### src/rtl/heap_topk_collector.sv
// Captures the sorted word stream emitted by the heap after a flush, checks key ordering,
// then drains the captured list over a valid/ready stream with a last marker.
module heap_topk_collector #(
   parameter int DATA_WIDTH = 8,
   parameter int KEY_WIDTH  = 4,
   parameter int DEPTH      = 8,
   parameter int CNT_WIDTH  = 4,
   parameter int TIMEOUT    = 16,
   parameter int DESCENDING = 1
) (
   input  logic                  clk,
   input  logic                  rstn,
   input  logic                  init,
   input  logic                  flush,
   input  logic                  heap_valid,
   input  logic [DATA_WIDTH-1:0] heap_dout,
   output logic [DATA_WIDTH-1:0] m_data,
   output logic                  m_valid,
   input  logic                  m_ready,
   output logic                  m_last,
   output logic [CNT_WIDTH-1:0]  count,
   output logic                  dropped,
   output logic                  order_err,
   output logic                  busy,
   output logic                  done
);

   localparam int AW = (DEPTH > 1) ? $clog2(DEPTH) : 1;
   localparam int TW = (TIMEOUT > 1) ? $clog2(TIMEOUT) : 1;

   typedef enum logic [1:0] {
      ST_IDLE    = 2'd0,
      ST_COLLECT = 2'd1,
      ST_DRAIN   = 2'd2
   } state_t;

   state_t                r_state;
   state_t                w_next_state;
   logic [DATA_WIDTH-1:0] r_mem [DEPTH];
   logic [CNT_WIDTH-1:0]  r_wr_ptr;
   logic [CNT_WIDTH-1:0]  r_rd_ptr;
   logic [CNT_WIDTH-1:0]  r_count;
   logic [TW-1:0]         r_timer;
   logic [KEY_WIDTH-1:0]  r_prev_key;
   logic                  r_have_prev;
   logic                  r_dropped;
   logic                  r_order_err;
   logic                  r_m_valid;
   logic                  r_m_last;
   logic [DATA_WIDTH-1:0] r_m_data;
   logic                  r_done;

   logic                  w_accept;
   logic                  w_room;
   logic                  w_timeout;
   logic                  w_empty;
   logic                  w_key_bad;
   logic [KEY_WIDTH-1:0]  w_key;
   logic [CNT_WIDTH-1:0]  w_rd_next;
   logic [CNT_WIDTH-1:0]  w_last_idx;

   assign w_accept   = (r_state == ST_COLLECT) && heap_valid;
   assign w_room     = (r_wr_ptr < CNT_WIDTH'(DEPTH));
   assign w_timeout  = (r_timer == TW'(TIMEOUT - 1));
   assign w_empty    = (r_count == {CNT_WIDTH{1'b0}});
   assign w_key      = heap_dout[KEY_WIDTH-1:0];
   assign w_rd_next  = r_rd_ptr + CNT_WIDTH'(1);
   assign w_last_idx = r_count - CNT_WIDTH'(1);

   // Ordering rule: equal keys are always legal
   always_comb begin
      w_key_bad = 1'b0;
      if (DESCENDING != 0) begin
         w_key_bad = (w_key > r_prev_key);
      end else begin
         w_key_bad = (w_key < r_prev_key);
      end
   end

   // Next-state logic; init overrides everything, including a same-cycle flush
   always_comb begin
      w_next_state = r_state;
      case (r_state)
         ST_IDLE: begin
            if (flush) begin
               w_next_state = ST_COLLECT;
            end else begin
               w_next_state = ST_IDLE;
            end
         end
         ST_COLLECT: begin
            if (!heap_valid && w_timeout) begin
               w_next_state = ST_DRAIN;
            end else begin
               w_next_state = ST_COLLECT;
            end
         end
         ST_DRAIN: begin
            if (w_empty || (r_m_valid && m_ready && r_m_last)) begin
               w_next_state = ST_IDLE;
            end else begin
               w_next_state = ST_DRAIN;
            end
         end
         default: w_next_state = ST_IDLE;
      endcase
      if (init) begin
         w_next_state = ST_IDLE;
      end else begin
         w_next_state = w_next_state;
      end
   end

   // State register
   always_ff @(posedge clk or negedge rstn) begin
      if (!rstn) begin
         r_state <= ST_IDLE;
      end else begin
         r_state <= w_next_state;
      end
   end

   // Capture buffer; contents are don't-care outside a collection so no reset
   always_ff @(posedge clk) begin
      if (w_accept && w_room && !init) begin
         r_mem[r_wr_ptr[AW-1:0]] <= heap_dout;
      end
   end

   // Collection bookkeeping, order check and registered drain stream
   always_ff @(posedge clk or negedge rstn) begin
      if (!rstn) begin
         r_wr_ptr    <= {CNT_WIDTH{1'b0}};
         r_rd_ptr    <= {CNT_WIDTH{1'b0}};
         r_count     <= {CNT_WIDTH{1'b0}};
         r_timer     <= {TW{1'b0}};
         r_prev_key  <= {KEY_WIDTH{1'b0}};
         r_have_prev <= 1'b0;
         r_dropped   <= 1'b0;
         r_order_err <= 1'b0;
         r_m_valid   <= 1'b0;
         r_m_last    <= 1'b0;
         r_m_data    <= {DATA_WIDTH{1'b0}};
         r_done      <= 1'b0;
      end else if (init) begin
         r_wr_ptr    <= {CNT_WIDTH{1'b0}};
         r_rd_ptr    <= {CNT_WIDTH{1'b0}};
         r_count     <= {CNT_WIDTH{1'b0}};
         r_timer     <= {TW{1'b0}};
         r_have_prev <= 1'b0;
         r_dropped   <= 1'b0;
         r_order_err <= 1'b0;
         r_m_valid   <= 1'b0;
         r_m_last    <= 1'b0;
         r_done      <= 1'b0;
      end else begin
         r_done <= 1'b0;
         case (r_state)
            ST_IDLE: begin
               if (flush) begin
                  r_wr_ptr    <= {CNT_WIDTH{1'b0}};
                  r_rd_ptr    <= {CNT_WIDTH{1'b0}};
                  r_count     <= {CNT_WIDTH{1'b0}};
                  r_timer     <= {TW{1'b0}};
                  r_have_prev <= 1'b0;
                  r_dropped   <= 1'b0;
                  r_order_err <= 1'b0;
               end
            end
            ST_COLLECT: begin
               if (heap_valid) begin
                  r_timer <= {TW{1'b0}};
                  if (w_room) begin
                     r_wr_ptr <= r_wr_ptr + CNT_WIDTH'(1);
                     r_count  <= r_count + CNT_WIDTH'(1);
                  end else begin
                     r_dropped <= 1'b1;
                  end
                  // Dropped words still take part in the order check
                  if (r_have_prev && w_key_bad) begin
                     r_order_err <= 1'b1;
                  end
                  r_prev_key  <= w_key;
                  r_have_prev <= 1'b1;
               end else if (!w_timeout) begin
                  r_timer <= r_timer + TW'(1);
               end
            end
            ST_DRAIN: begin
               if (w_empty) begin
                  r_done <= 1'b1;
               end else if (!r_m_valid) begin
                  r_m_valid <= 1'b1;
                  r_m_data  <= r_mem[r_rd_ptr[AW-1:0]];
                  r_m_last  <= (r_rd_ptr == w_last_idx);
               end else if (m_ready) begin
                  if (r_m_last) begin
                     r_m_valid <= 1'b0;
                     r_m_last  <= 1'b0;
                     r_done    <= 1'b1;
                  end else begin
                     r_rd_ptr <= w_rd_next;
                     r_m_data <= r_mem[w_rd_next[AW-1:0]];
                     r_m_last <= (w_rd_next == w_last_idx);
                  end
               end
            end
            default: begin
               r_m_valid <= 1'b0;
            end
         endcase
      end
   end

   assign m_data    = r_m_data;
   assign m_valid   = r_m_valid;
   assign m_last    = r_m_last;
   assign count     = r_count;
   assign dropped   = r_dropped;
   assign order_err = r_order_err;
   assign busy      = (r_state != ST_IDLE);
   assign done      = r_done;

endmodule

### config.mk
export PLATFORM = sky130hd
export DESIGN_NAME = heap_topk_collector
export DESIGN_NICKNAME = d
export VERILOG_FILES = /design/src/rtl/heap_topk_collector.sv
export SDC_FILE = /design/constraint.sdc
export NUM_CORES = 1
export LEC_CHECK = 0
export BUFFER_PORTS_ARGS = -buffer_cell sky130_fd_sc_hd__buf_2
export CAP_MARGIN = 0
export CORE_MARGIN = 2
export CORE_UTILIZATION = 40
export DETAILED_ROUTE_END_ITERATION = 10
export PLACE_DENSITY_LB_ADDON = 0.15
export SKIP_LAST_GASP = 1
export SLEW_MARGIN = 20
export SYNTH_ARGS = -nofsm -noshare
export SYNTH_HDL_FRONTEND = slang
export SYNTH_SLANG_ARGS = --single-unit
export TNS_END_PERCENT = 20
### constraint.sdc
create_clock -name clk -period 2.4 [get_ports clk]
set_clock_uncertainty 0.1 [all_clocks]
set_input_delay 0.36 -clock clk [delete_from_list [all_inputs] [get_ports clk]]
set_output_delay 0.36 -clock clk [all_outputs]
set_load 0.02 [all_outputs]
# Yosys cells after proc, flatten, opt, wreduce, memory -nomap -nowiden
# Memory sizes are Yosys's and may differ from the RTL's.
# Index checks and enable logic that the tools add are counted.
[totals]
reg_bits = 36
mem_bits_rw = 64
inputBits = 14
output_inout_bits = 18
elab_cells = 129
mem_count = 1
[classes]
n_addsub = 5
magnitude_cmp = 2
eq_ne = 20
n_mux = 59
bitwise = 2
n_reduce_logical = 27
[mem_list]
columns = ["memory", "depth", "width", "read_ports", "rd_ports_with_merged_regs", "wr", "line_no", "source"]
rows = [
  ["r_mem", 8, 8, 2, 0, 1, "39", "logic [DATA_WIDTH-1:0] r_mem [DEPTH];"],
]
[op_table]
columns = ["op", "n"]
rows = [
  ["4-bit 2-to-1 mux", 15],
  ["4-bit one-hot mux with 2 select lines", 4],
  ["1-bit 2-to-1 mux", 29],
  ["3-bit inequality test (second input constant)", 9],
  ["8-bit 2-to-1 mux", 3],
  ["4-bit by 1-bit adder with 4-bit output (second input constant)", 4],
  ["3-bit AND reduction", 4],
  ["4-bit AND reduction", 3],
  ["4-bit == test", 2],
  ["1-bit one-hot mux with 2 select lines", 4],
  ["1-bit logical AND", 7],
  ["2-bit 2-to-1 mux", 3],
  ["2-bit inequality test (second input constant)", 3],
  ["2-bit one-hot mux with 3 select lines", 1],
  ["6-bit AND reduction", 1],
  ["3-bit nonzero test", 2],
  ["5-bit AND reduction", 1],
  ["4-bit == test (second input constant)", 1],
  ["4-bit greater-than comparator", 1],
  ["4-bit zero test", 1],
  ["4-bit < comparator (second input constant)", 1],
  ["4-bit inequality test (second input constant)", 1],
  ["2-bit nonzero test", 2],
  ["4-bit by 1-bit subtractor with 4-bit output (second input constant)", 1],
  ["10 further kinds", 12],
]

# Longest topological paths before layout
# Gate-level depths: netlist (run 1).
[depth]
word_depth = 8
ltp_mapped = 8
ltp_nobuf = 7

# Least setup slack after synthesis (run 1)
# OpenSTA, ideal clock, no wires.
[synth_timing]
path_type = "register to register"
from = "reg r_state[0]"
to = "mem r_mem[0][0], enable pin"
setup_ps = 383
arrival_time_ps = 1813
required_time_ps = 1917
slack_ps = 103
path_stages_with_launch = 7
n_path_buf = 1
synth_period_minus_slack_ps = 2297
cell_sequence = "dfrtp_1 > clkbuf_1 > nand2_1 > nor2_1 > nand2_1 > or2_2 > nor3_1"
[synth_between]
elab_chain_len = 6
[synth_lines]
columns = ["element", "line_no", "source"]
rows = [
  ["start, declared", "37", "state_t r_state;"],
  ["start signal, assigned", "119", "r_state <= w_next_state;"],
  ["2-bit by 1-bit == test with 1-bit output", "62", "assign w_accept = (r_state == ST_COLLECT) && heap_valid;"],
  ["1-bit logical AND", "62", ""],
  ["1-bit logical AND (2 in series)", "125", "if (w_accept && w_room && !init) begin"],
  ["1-bit 2-to-1 mux", "125", ""],
  ["1-bit 2-to-1 mux (implied by the code)", "126", "r_mem[r_wr_ptr[AW-1:0]] <= heap_dout;"],
  ["end, declared", "39", ""],
]
# Every way passes these cells.

# Final worst setup path (run 1)
[layout_timing]
from = "reg r_count[1], in the netlist count[1]"
to = "reg r_m_last, in the netlist m_last"
[layout_between]
elab_chain_len = 8
word_cells_on_any_way = 12
cone_classes = "add/sub (1); eq/ne (3); mux (6); reduce/logical (2)"
[layout_lines]
columns = ["element", "line_no", "source"]
rows = [
  ["start, declared", "42", "logic [CNT_WIDTH-1:0] r_count;"],
  ["start signal, assigned", "135", "r_count <= {CNT_WIDTH{1'b0}};"],
  ["start signal, assigned", "148", "r_count <= {CNT_WIDTH{1'b0}};"],
  ["start signal, assigned", "163", "r_count <= {CNT_WIDTH{1'b0}};"],
  ["4-bit by 1-bit subtractor with 4-bit output", "68", "assign w_last_idx = r_count - CNT_WIDTH'(1);"],
  ["4-bit == test", "204", "r_m_last <= (w_rd_next == w_last_idx);"],
  ["1-bit 2-to-1 mux", "197", "if (r_m_last) begin"],
  ["1-bit 2-to-1 mux", "196", "end else if (m_ready) begin"],
  ["1-bit 2-to-1 mux", "192", "end else if (!r_m_valid) begin"],
  ["1-bit 2-to-1 mux", "190", "if (w_empty) begin"],
  ["1-bit 2-to-1 mux", "158", "case (r_state)"],
  ["1-bit 2-to-1 mux", "145", "end else if (init) begin"],
  ["end signal, assigned", "195", "r_m_last <= (r_rd_ptr == w_last_idx);"],
  ["end signal, assigned", "204", ""],
  ["end, declared", "49", "logic r_m_last;"],
]
# Parallel ways exist; a longest one is shown, timed or not. The select of a mux whose other input is x is not followed.
# A chain may end at the register's enable or synchronous reset.

==> flow_metrics.tcl, run 1 <==
set metrics [dict create \
    power.internal_mw 2.66 \
    first_pass_iters 4 \
    p_clk_frac 0.396 \
    area_growth_pct 15.3 \
    ios 32 \
    tightestPinTransition_ns 0.563 \
    grt_pass1_vias 3034 \
    layout-drive-gt1-share 0.287 \
    sw_frac_of_total 0.225 \
    synth_top_area_share 0.401 \
    final-instance-count-excl-fill 519 \
    synth_flop_cell "edfxtp_1" \
    worst_setup_path_end_kind "flop" \
    finalWirelength_um 10100 \
    outcome "finished, final reports clean" \
    setup-tns-final_ns 0 \
    clk_pin_slew_ns 0.08 \
    clk_path_buf_depth 2 \
    total_power_mw 3.43 \
    synth_top_area_cell "edfxtp_1" \
    synthMuxAreaShare 0.181 \
    setup_viol 0 \
    core_mm2 0.0116 \
    port_buffers 31 \
    initial_core_util 0.414 \
    pwr_density_cell_mw_per_mm2 620 \
    arrival_ns 2.33 \
    cts-htree-levels 3 \
    synthTopCellsByCount "edfxtp_1, dfrtp_1, mux4_2" \
    switchingPower_mw 0.770 \
    synth-xor-area-share 0.0272 \
    power_leakage_nw 2.07 \
    vias 2917 \
    drt-initial-drc-count 203 \
    syn_area_per_cell_um2 14.7 \
    clock_latency_ns 0.34 \
    synthCells 325 \
    ir_worst_vdd_v 0.000403 \
    die_height_um 113 \
    rsz0062_at_grt "false" \
    cts_root_buffer "clkbuf_16" \
    synthTopCellsByArea "edfxtp_1, dfrtp_1, mux4_2" \
    tritoncts "done" \
    fin_hold_ws_ns 0.178 \
    num_rows 39 \
    async_reset_ff_frac 0.360 \
    grt_pass1_wl_um 16600 \
    path_max_fanout 8 \
    post_cts_buffers 0 \
    synth_area_mm2 0.00479 \
    maxSlewHeadroom 0.624 \
    synth_most_common_cell "edfxtp_1" \
    fin_ws_ns 0.255 \
    ys_ff_latch 100 \
    dieWidth_um 113 \
    place_ws_ns 0.210 \
    final_max_slew_viol_count 0 \
    cts.sinks 100 \
    synth_compound_area_frac 0.0648 \
    place_inst 502 \
    gp_congestion 0.724 \
    ys_warn_count 0 \
    comb_power_share 0.057 \
    antenna_found_initial 0 \
    drc 0 \
    dp_hpwl_um 6740 \
    finalCriticalPeriod_ns 2.15 \
    yosys.area_share.adder 0.0235 \
    syn-num-nets 348 \
    grt.total_usage 0.174 \
    vias_per_cell 5.62 \
    yosysSeqAreaShare 0.589 \
    synth-simple-area-share 0.0904 \
    num_antenna_cells 0 \
    p_seq_frac 0.547 \
    fin_nets 394 \
    wire_per_inst_um 19.5 \
    fp.dieArea_mm2 0.0129 \
    hold_viol_final 0 \
    worstPathRequired_ns 2.58 \
    synth-edff-count 64 \
    synth_top_family_by_area "multiplexers" \
    cap_violations 0 \
    criticalPathCategory "flop to flop" \
    cp-start-kind "flop" \
    numCtsBuffers 9 \
    drtAntennaViolNets 0 \
    post-route-period-util 0.894 \
    grt.overflow.total 0 \
    hp-class "primary input to flop" \
    fmax_mhz 466 \
    synth_cell_type_count 48 \
    grt_max_degree 37 \
]
final cells by class:
cell class | instances | area (µm²)
clock inverters | 6 | 47.5
repair buffers | 53 | 348
well taps | 143 | 179
fillers | 1003 | 6040
inverters | 10 | 37.5
multi-input cells | 197 | 1860
clock buffers | 10 | 229
flip-flops and latches | 100 | 2820
worst max-delay path, cell delays in order (launching register included):
cell	delay, ns
dfrtp_1	0.42
inv_1	0.06
ha_1	0.20
nor3b_4	0.18
or4_4	0.52
or4b_1	0.52
nand2_1	0.08
timing repair:
item	CTS	global route
endpoints found under the hold margin	36	0
gates resized for setup	0	1
hold buffers	1	0
setup endpoints to repair	0	7
state kept, by name, summed over array words and instances (netlist names):
| register | cells |
|---|---|
| r_state | 2 |
| r_mem | 64 |
| r_prev_key | 4 |
| order_err | 1 |
| r_rd_ptr | 4 |
| dropped | 1 |
| m_valid | 1 |
| r_timer | 4 |
| m_data | 8 |
| r_wr_ptr | 4 |
| done | 1 |
| m_last | 1 |
| count | 4 |
| r_have_prev | 1 |
per-layer routing:
| layer | wire, µm | GRT usage | part of all wire |
|---|---|---|---|
| met1 | 4780 | 0.244 | 0.47 |
| met2 | 4900 | 0.272 | 0.48 |
| met3 | 399 | 0.0446 | 0.039 |
| met4 | 34 | 0.0472 | 0.0034 |
| met5 | 0 | 0 | 0 |
logic make-up (layout without fill, tap and decap cells):
kind of cell / count (synthesis) / count (layout)
and+or+nand+nor: 82 / 82
adders and majority gates: 9 / 9
muxes: 46 / 46
DFF: 100 / 100
buffers and inverters: 28 / 79
xor gates and xnor gates: 14 / 14
AOI/OAI and AO/OA: 46 / 46
power by group through the flow:
stage	registers, mW	logic (mW)	clock network [mW]
after floorplan	1.91	0.112	0
after global placement	1.91	0.192	0
after detailed placement	1.91	0.198	0
after CTS	1.87	0.200	1.40
after global routing	1.88	0.222	1.47
final	1.87	0.196	1.36
per-stage QoR:
| stage | utilization | instance area (µm²) |
|---|---|---|
| floorplan | - | 4790 |
| global placement | 0.452 | 5230 |
| detailed placement | 0.452 | 5230 |
| CTS | 0.477 | 5520 |
| global route | 0.478 | 5520 |
| finish | 0.478 | 5520 |
worst paths after layout:
kind                               from     endpoint  slack, ns  depth (start not counted)
max                            count[1]       m_last       0.25                          6
min                        heap_dout[5]  r_mem[5][5]       0.18                          1
max reg2reg                    count[1]       m_last       0.25                          6
min reg2reg                   m_data[7]    m_data[7]       0.40                          2
max in group asynchronous          rstn  r_rd_ptr[0]       1.32                          3
min in group asynchronous          rstn      m_valid       0.51                          3
placed cells by master (no fill, tap or decap), drive strengths merged, types with 2 or more instances in the layout:
cell	count
a21o	2
a21oi	6
a222oi	7
a31oi	2
and3	2
buf	52
clkbuf	10
clkinvlp	2
dfrtp	36
edfxtp	64
ha	9
inv	13
mux2	4
mux2i	10
mux4	32
nand2	18
nand2b	6
nand3	4
nand3b	2
nand4	2
nor2	23
nor2b	4
nor3	5
nor3b	4
nor4b	3
o2111ai	2
o21a	2
o21ai	18
or2	2
xnor2	5
xor2	9
Note: power is estimated with default switching activity, not from simulation.
==> inputs of run 2 (changes only) <==
Settings changed: CORE_UTILIZATION 40 to 54.
==> run 2 against run 1 <==
  * Largest cell class unchanged
  * Highest routed layer unchanged
  * Clock power shrank 28%
  * Non-clock buffer count decreased by 1
  * Utilization is 14 points higher
  * Critical endpoint unchanged
  * Final cell count decreased by 6.9%
  * Flip-flop and latch count unchanged
  * Largest power group unchanged
==> flow_metrics.tcl, run 2 (synthesis results as in run 1) <==
set metrics [dict create \
    outcome "finished, final reports clean" \
    p_seq_frac 0.614 \
    vias_per_cell 6.05 \
    ios 32 \
    final_common_cell "edfxtp_1" \
    layout-drive-gt1-share 0.288 \
    rsz0062_at_grt "false" \
    switchingPower_mw 0.724 \
    dp_hpwl_um 6830 \
    post-route-period-util 0.914 \
    worst_setup_path_end_kind "flop" \
    sw_frac_of_total 0.237 \
    p_clk_frac 0.322 \
    grt_max_degree 28 \
    final_max_slew_viol_count 0 \
    maxSlewHeadroom 0.633 \
    cts-htree-levels 3 \
    place_ws_ns 0.174 \
    worstPathRequired_ns 2.60 \
    num_rows 34 \
    antenna_found_initial 0 \
    drt-initial-drc-count 159 \
    tightestPinTransition_ns 0.549 \
    pwr_density_cell_mw_per_mm2 570 \
    vias 2924 \
    fillerInstances 701 \
    grt.overflow.total 0 \
    fmax_mhz 456 \
    path_max_fanout 8 \
    cap_violations 0 \
    hp-class "primary input to flop" \
    die_height_um 98.2 \
    layout_common_cells "edfxtp_1, dfrtp_1, mux4_2" \
    initial_core_util 0.552 \
    gp_congestion 0.819 \
    finalCriticalPeriod_ns 2.19 \
    wire_per_inst_um 20.4 \
    tritoncts "done" \
    ir_worst_vdd_v 0.000355 \
    grt_pass1_wl_um 15900 \
    cts.sinks 100 \
    largest_reg_flops 64 \
    finalWirelength_um 9870 \
    clk_pin_slew_ns 0.10 \
    fp.dieArea_mm2 0.00964 \
    num_antenna_cells 0 \
    fin_area_mm2 0.00536 \
    power.internal_mw 2.33 \
    fin_nets 393 \
    power_leakage_nw 2.01 \
    cp-start-kind "flop" \
    comb_power_share 0.064 \
    final-instance-count-excl-fill 483 \
    clock_latency_ns 0.36 \
    setup-tns-final_ns 0 \
    port_buffers 31 \
    clk_path_buf_depth 2 \
    grt.total_usage 0.216 \
    dieWidth_um 98.2 \
    drtAntennaViolNets 0 \
    arrival_ns 2.39 \
    criticalPathCategory "flop to flop" \
    drc 0 \
    area_growth_pct 11.9 \
    first_pass_iters 4 \
    placed_cell_area_mm2 0.00517 \
    cts_root_buffer "clkbuf_8" \
    grt_pass1_vias 2957 \
    core_mm2 0.00868 \
    hold_viol_final 0 \
    place_inst 466 \
    post_cts_buffers 0 \
    setup_viol 0 \
    numCtsBuffers 9 \
    fin_ws_ns 0.208 \
]
==> run 2: through the flow <==
step,utilization,power [mW],hold slack (ns)
4_1_cts,0.617,3.07,0.153
2_1_floorplan,-,2.03,-0.0356
5_1_grt,0.618,3.17,0.165
6_report,0.618,3.05,0.160
3_5_place_dp,0.595,2.11,0.139
3_3_place_gp,0.595,2.10,0.138
==> run 2: layout make-up <==
| type | instances | area [µm²] | share of cell area |
|---|---|---|---|
| sequential | 100 | 2820 | 0.527 |
| multi-input combinational | 197 | 1860 | 0.347 |
| timing repair buffer | 52 | 328 | 0.0612 |
| tap | 108 | 135 | 0.0252 |
| clock buffer | 10 | 128 | 0.0238 |
| clock inverter | 6 | 48.8 | 0.00911 |
| inverter | 10 | 37.5 | 0.00700 |
==> run 2: worst paths after layout <==
kind / startpoint / to / slack [ns] / depth (start not counted)
hold / removal: heap_dout[7] / r_mem[2][7] / 0.16 / 1
setup / recovery: count[1] / m_last / 0.21 / 6
hold reg to reg: r_have_prev / r_have_prev / 0.41 / 2
setup reg to reg: count[1] / m_last / 0.21 / 6
max in group asynchronous: rstn / r_have_prev / 1.28 / 3
min in group asynchronous: rstn / m_data[2] / 0.28 / 2
==> run 2: critical path: stages, from the launching register on <==
cell and delay (ns):
dfrtp_1 0.45, inv_1 0.06, ha_1 0.20, nor3b_4 0.18
or4_4 0.53, or4b_1 0.53, nand2_1 0.08
==> run 2: per-layer routing <==
metal / global-route usage / vias to the layer above / wire length, µm
met5: 0 / - / 0
met4: 0.0769 / 0 / 131
met3: 0.0351 / 12 / 597
met2: 0.322 / 83 / 4750
met1: 0.328 / 1476 / 4380
li1: - / 1353 / -
==> run 2: power by group through the flow <==
stage	sequential (mW)	clock (mW)	combinational (mW)
5_1_grt	1.88	1.08	0.222
6_report	1.87	0.984	0.195
4_1_cts	1.87	0.999	0.196
2_1_floorplan	1.91	0	0.112
3_5_place_dp	1.91	0	0.194
3_3_place_gp	1.91	0	0.189
==> run 2: what timing repair did <==
item / 4_1_cts / 5_1_grt
hold endpoints to repair: 9 / 0
setup endpoints to repair: 0 / 1
hold buffers: 1 / 0
resized for setup: 0 / 1
==> inputs of run 3 (changes only) <==
Settings changed: ABC_CLOCK_PERIOD_IN_PS set to 2400, GPL_TIMING_DRIVEN set to 0.
==> run 3 against run 2 <==
  * The run now ends with negative hold slack left
  * Sequential share of layout area shrank 0.30 points
  * Register-to-register slack worse by 0.14 ns
  * Wire length increased by 2.4%
  * Utilization increased by 0.33 points
  * Maximum frequency is 5.9% lower
  * Global-route usage grew 0.76 points
  * Design area is 0.54% higher
  * Die area unchanged
  * Non-clock buffer count decreased by 1
  * Sequential power hardly changed
  * Critical path type unchanged
  * Critical endpoint is now r_rd_ptr[3]
  * Highest routed layer unchanged
==> flow_metrics.tcl, run 3 (synthesis results as in run 1) <==
set metrics [dict create \
    outcome "complete, but fails checks" \
    violations "negative hold slack" \
    final_common_cell "edfxtp_1" \
    vias 2923 \
    finalWirelength_um 10100 \
    cap_violations 0 \
    final_max_slew_viol_count 0 \
    critPathTopFamily "simple AND/OR/NAND/NOR gates" \
    gp_congestion 0.776 \
    fin_nets 392 \
    num_rows 34 \
    numCtsBuffers 9 \
    tightestPinTransition_ns 0.879 \
    ios 32 \
    grt_max_degree 37 \
    first_pass_iters 5 \
    initial_core_util 0.552 \
    dp_hpwl_um 6760 \
    worst_setup_path_end_kind "flop" \
    core_mm2 0.00868 \
    post_cts_buffers 0 \
    maxSlewHeadroom 0.412 \
    drtAntennaViolNets 0 \
    cp-start-kind "flop" \
    multi_input_area_mm2 0.00189 \
    grt.overflow.total 0 \
    tritoncts "done" \
    cts-htree-levels 3 \
    ir_worst_vdd_v 0.000317 \
    fin_hold_ws_ns -0.00327 \
    dieWidth_um 98.2 \
    seq_area_mm2 0.00282 \
    finalCriticalPeriod_ns 2.33 \
    clock_latency_ns 0.37 \
    pwr_density_cell_mw_per_mm2 627 \
    drc 0 \
    fin_area_mm2 0.00539 \
    layout_common_cells "edfxtp_1, dfrtp_1, buf_2" \
    post-route-period-util 0.970 \
    cts_root_buffer "clkbuf_8" \
    port_buffers 31 \
    criticalPathCategory "flop to flop" \
    grt.total_usage 0.224 \
    antenna_found_initial 0 \
    cts.sinks 100 \
    path_cells "inv_1 > ha_1 > nor3b_4 > or4_4 > clkbuf_1 > nor3b_1 > a21o_1" \
    layout-drive-gt1-share 0.283 \
    slowest_delay_ns 0.55 \
    fillerInstances 682 \
    power_leakage_nw 2.02 \
    placed_cell_area_mm2 0.00511 \
    timing.critical_path.buf_inv 2 \
    hp-class "primary input to asynchronous set/reset pin" \
    cp_slowest_cell "or4_4" \
    grt_pass1_vias 3032 \
    vias_per_cell 6.06 \
    area_growth_pct 12.5 \
    drt-initial-drc-count 174 \
    clk_path_buf_depth 2 \
    grt_pass1_wl_um 16100 \
    hold_viol_final 5 \
    num_antenna_cells 0 \
    arrival_ns 2.54 \
    worstPathRequired_ns 2.61 \
    die_height_um 98.2 \
    path_max_fanout 10 \
    largest_reg_flops 64 \
    fmax_mhz 429 \
    rsz0062_at_grt "true" \
    clk_pin_slew_ns 0.09 \
    wire_per_inst_um 21.0 \
    setup_viol 0 \
    fp.dieArea_mm2 0.00964 \
]
-- run 3: changes by cell type in the layout (fill, tap and decap cells not counted), moves of 2 or more --
cell | previous run | this run
bufinv_16 | 0 | 3
clkbuf_2 | 0 | 4
nor3_1 | 5 | 3
nor2_1 | 23 | 18
buf_4 | 19 | 4
nor2_2 | 0 | 5
clkbuf_1 | 1 | 9
clkbuf_8 | 9 | 11
buf_2 | 31 | 35
clkinvlp_4 | 2 | 0
-- run 3: where the power goes --
group	leakage (nW)	internal, mW	switching, mW	total, mW
Sequential	1.07	1.86	0.0149	1.88
Combinational	0.825	0.0730	0.115	0.188
Clock	0.127	0.749	0.564	1.31
-- run 3: routing by layer --
metal | share of wire | up-vias | global-route usage
met5 | 0 | - | 0
met4 | 0.015 | 0 | 0.0864
met3 | 0.050 | 13 | 0.0301
met2 | 0.52 | 74 | 0.378
met1 | 0.41 | 1487 | 0.299
li1 | - | 1349 | -
-- run 3: layout make-up --
type | count | area share
buffer | 18 | 0.0158
clock buffer | 12 | 0.0288
clock inverter | 4 | 0.0176
inverter | 10 | 0.00697
multi-input combinational | 197 | 0.350
sequential | 100 | 0.524
tap | 108 | 0.0251
timing repair buffer | 33 | 0.0316
-- run 3: through the flow --
step	worst slack (ns)	util	cells	setup TNS (ns)	total power, mW
finish	0.0713	0.621	482	0	3.38
global route	-0.136	0.621	482	-0.781	3.49
CTS	-0.114	0.620	482	-1.99	3.39
detailed placement	-0.268	0.588	466	-7.97	2.10
global placement	-0.686	0.585	464	-16.00	2.09
floorplan	0.103	-	325	0	2.03
-- run 3: timing repair --
action	4_1_cts	5_1_grt
hold buffers	0	0
pin swaps	0	0
gates resized for setup	8	4
endpoints found under the setup margin	61	69
endpoints found under the hold margin	0	0
-- run 3: path summary, 6_finish.rpt --
kind                            slack (ns)         start  depth (start not counted)             to
min in group clk                      0.16  heap_dout[5]                          1    r_mem[5][5]
worst min register to register        0.39     m_data[7]                          2      m_data[7]
worst max register to register        0.07      count[0]                          7    r_rd_ptr[3]
max in group asynchronous             1.66          rstn                          1  r_prev_key[3]
worst max-delay path                  0.07      count[0]                          7    r_rd_ptr[3]
worst min-delay path                -0.003          rstn                          1      m_data[6]
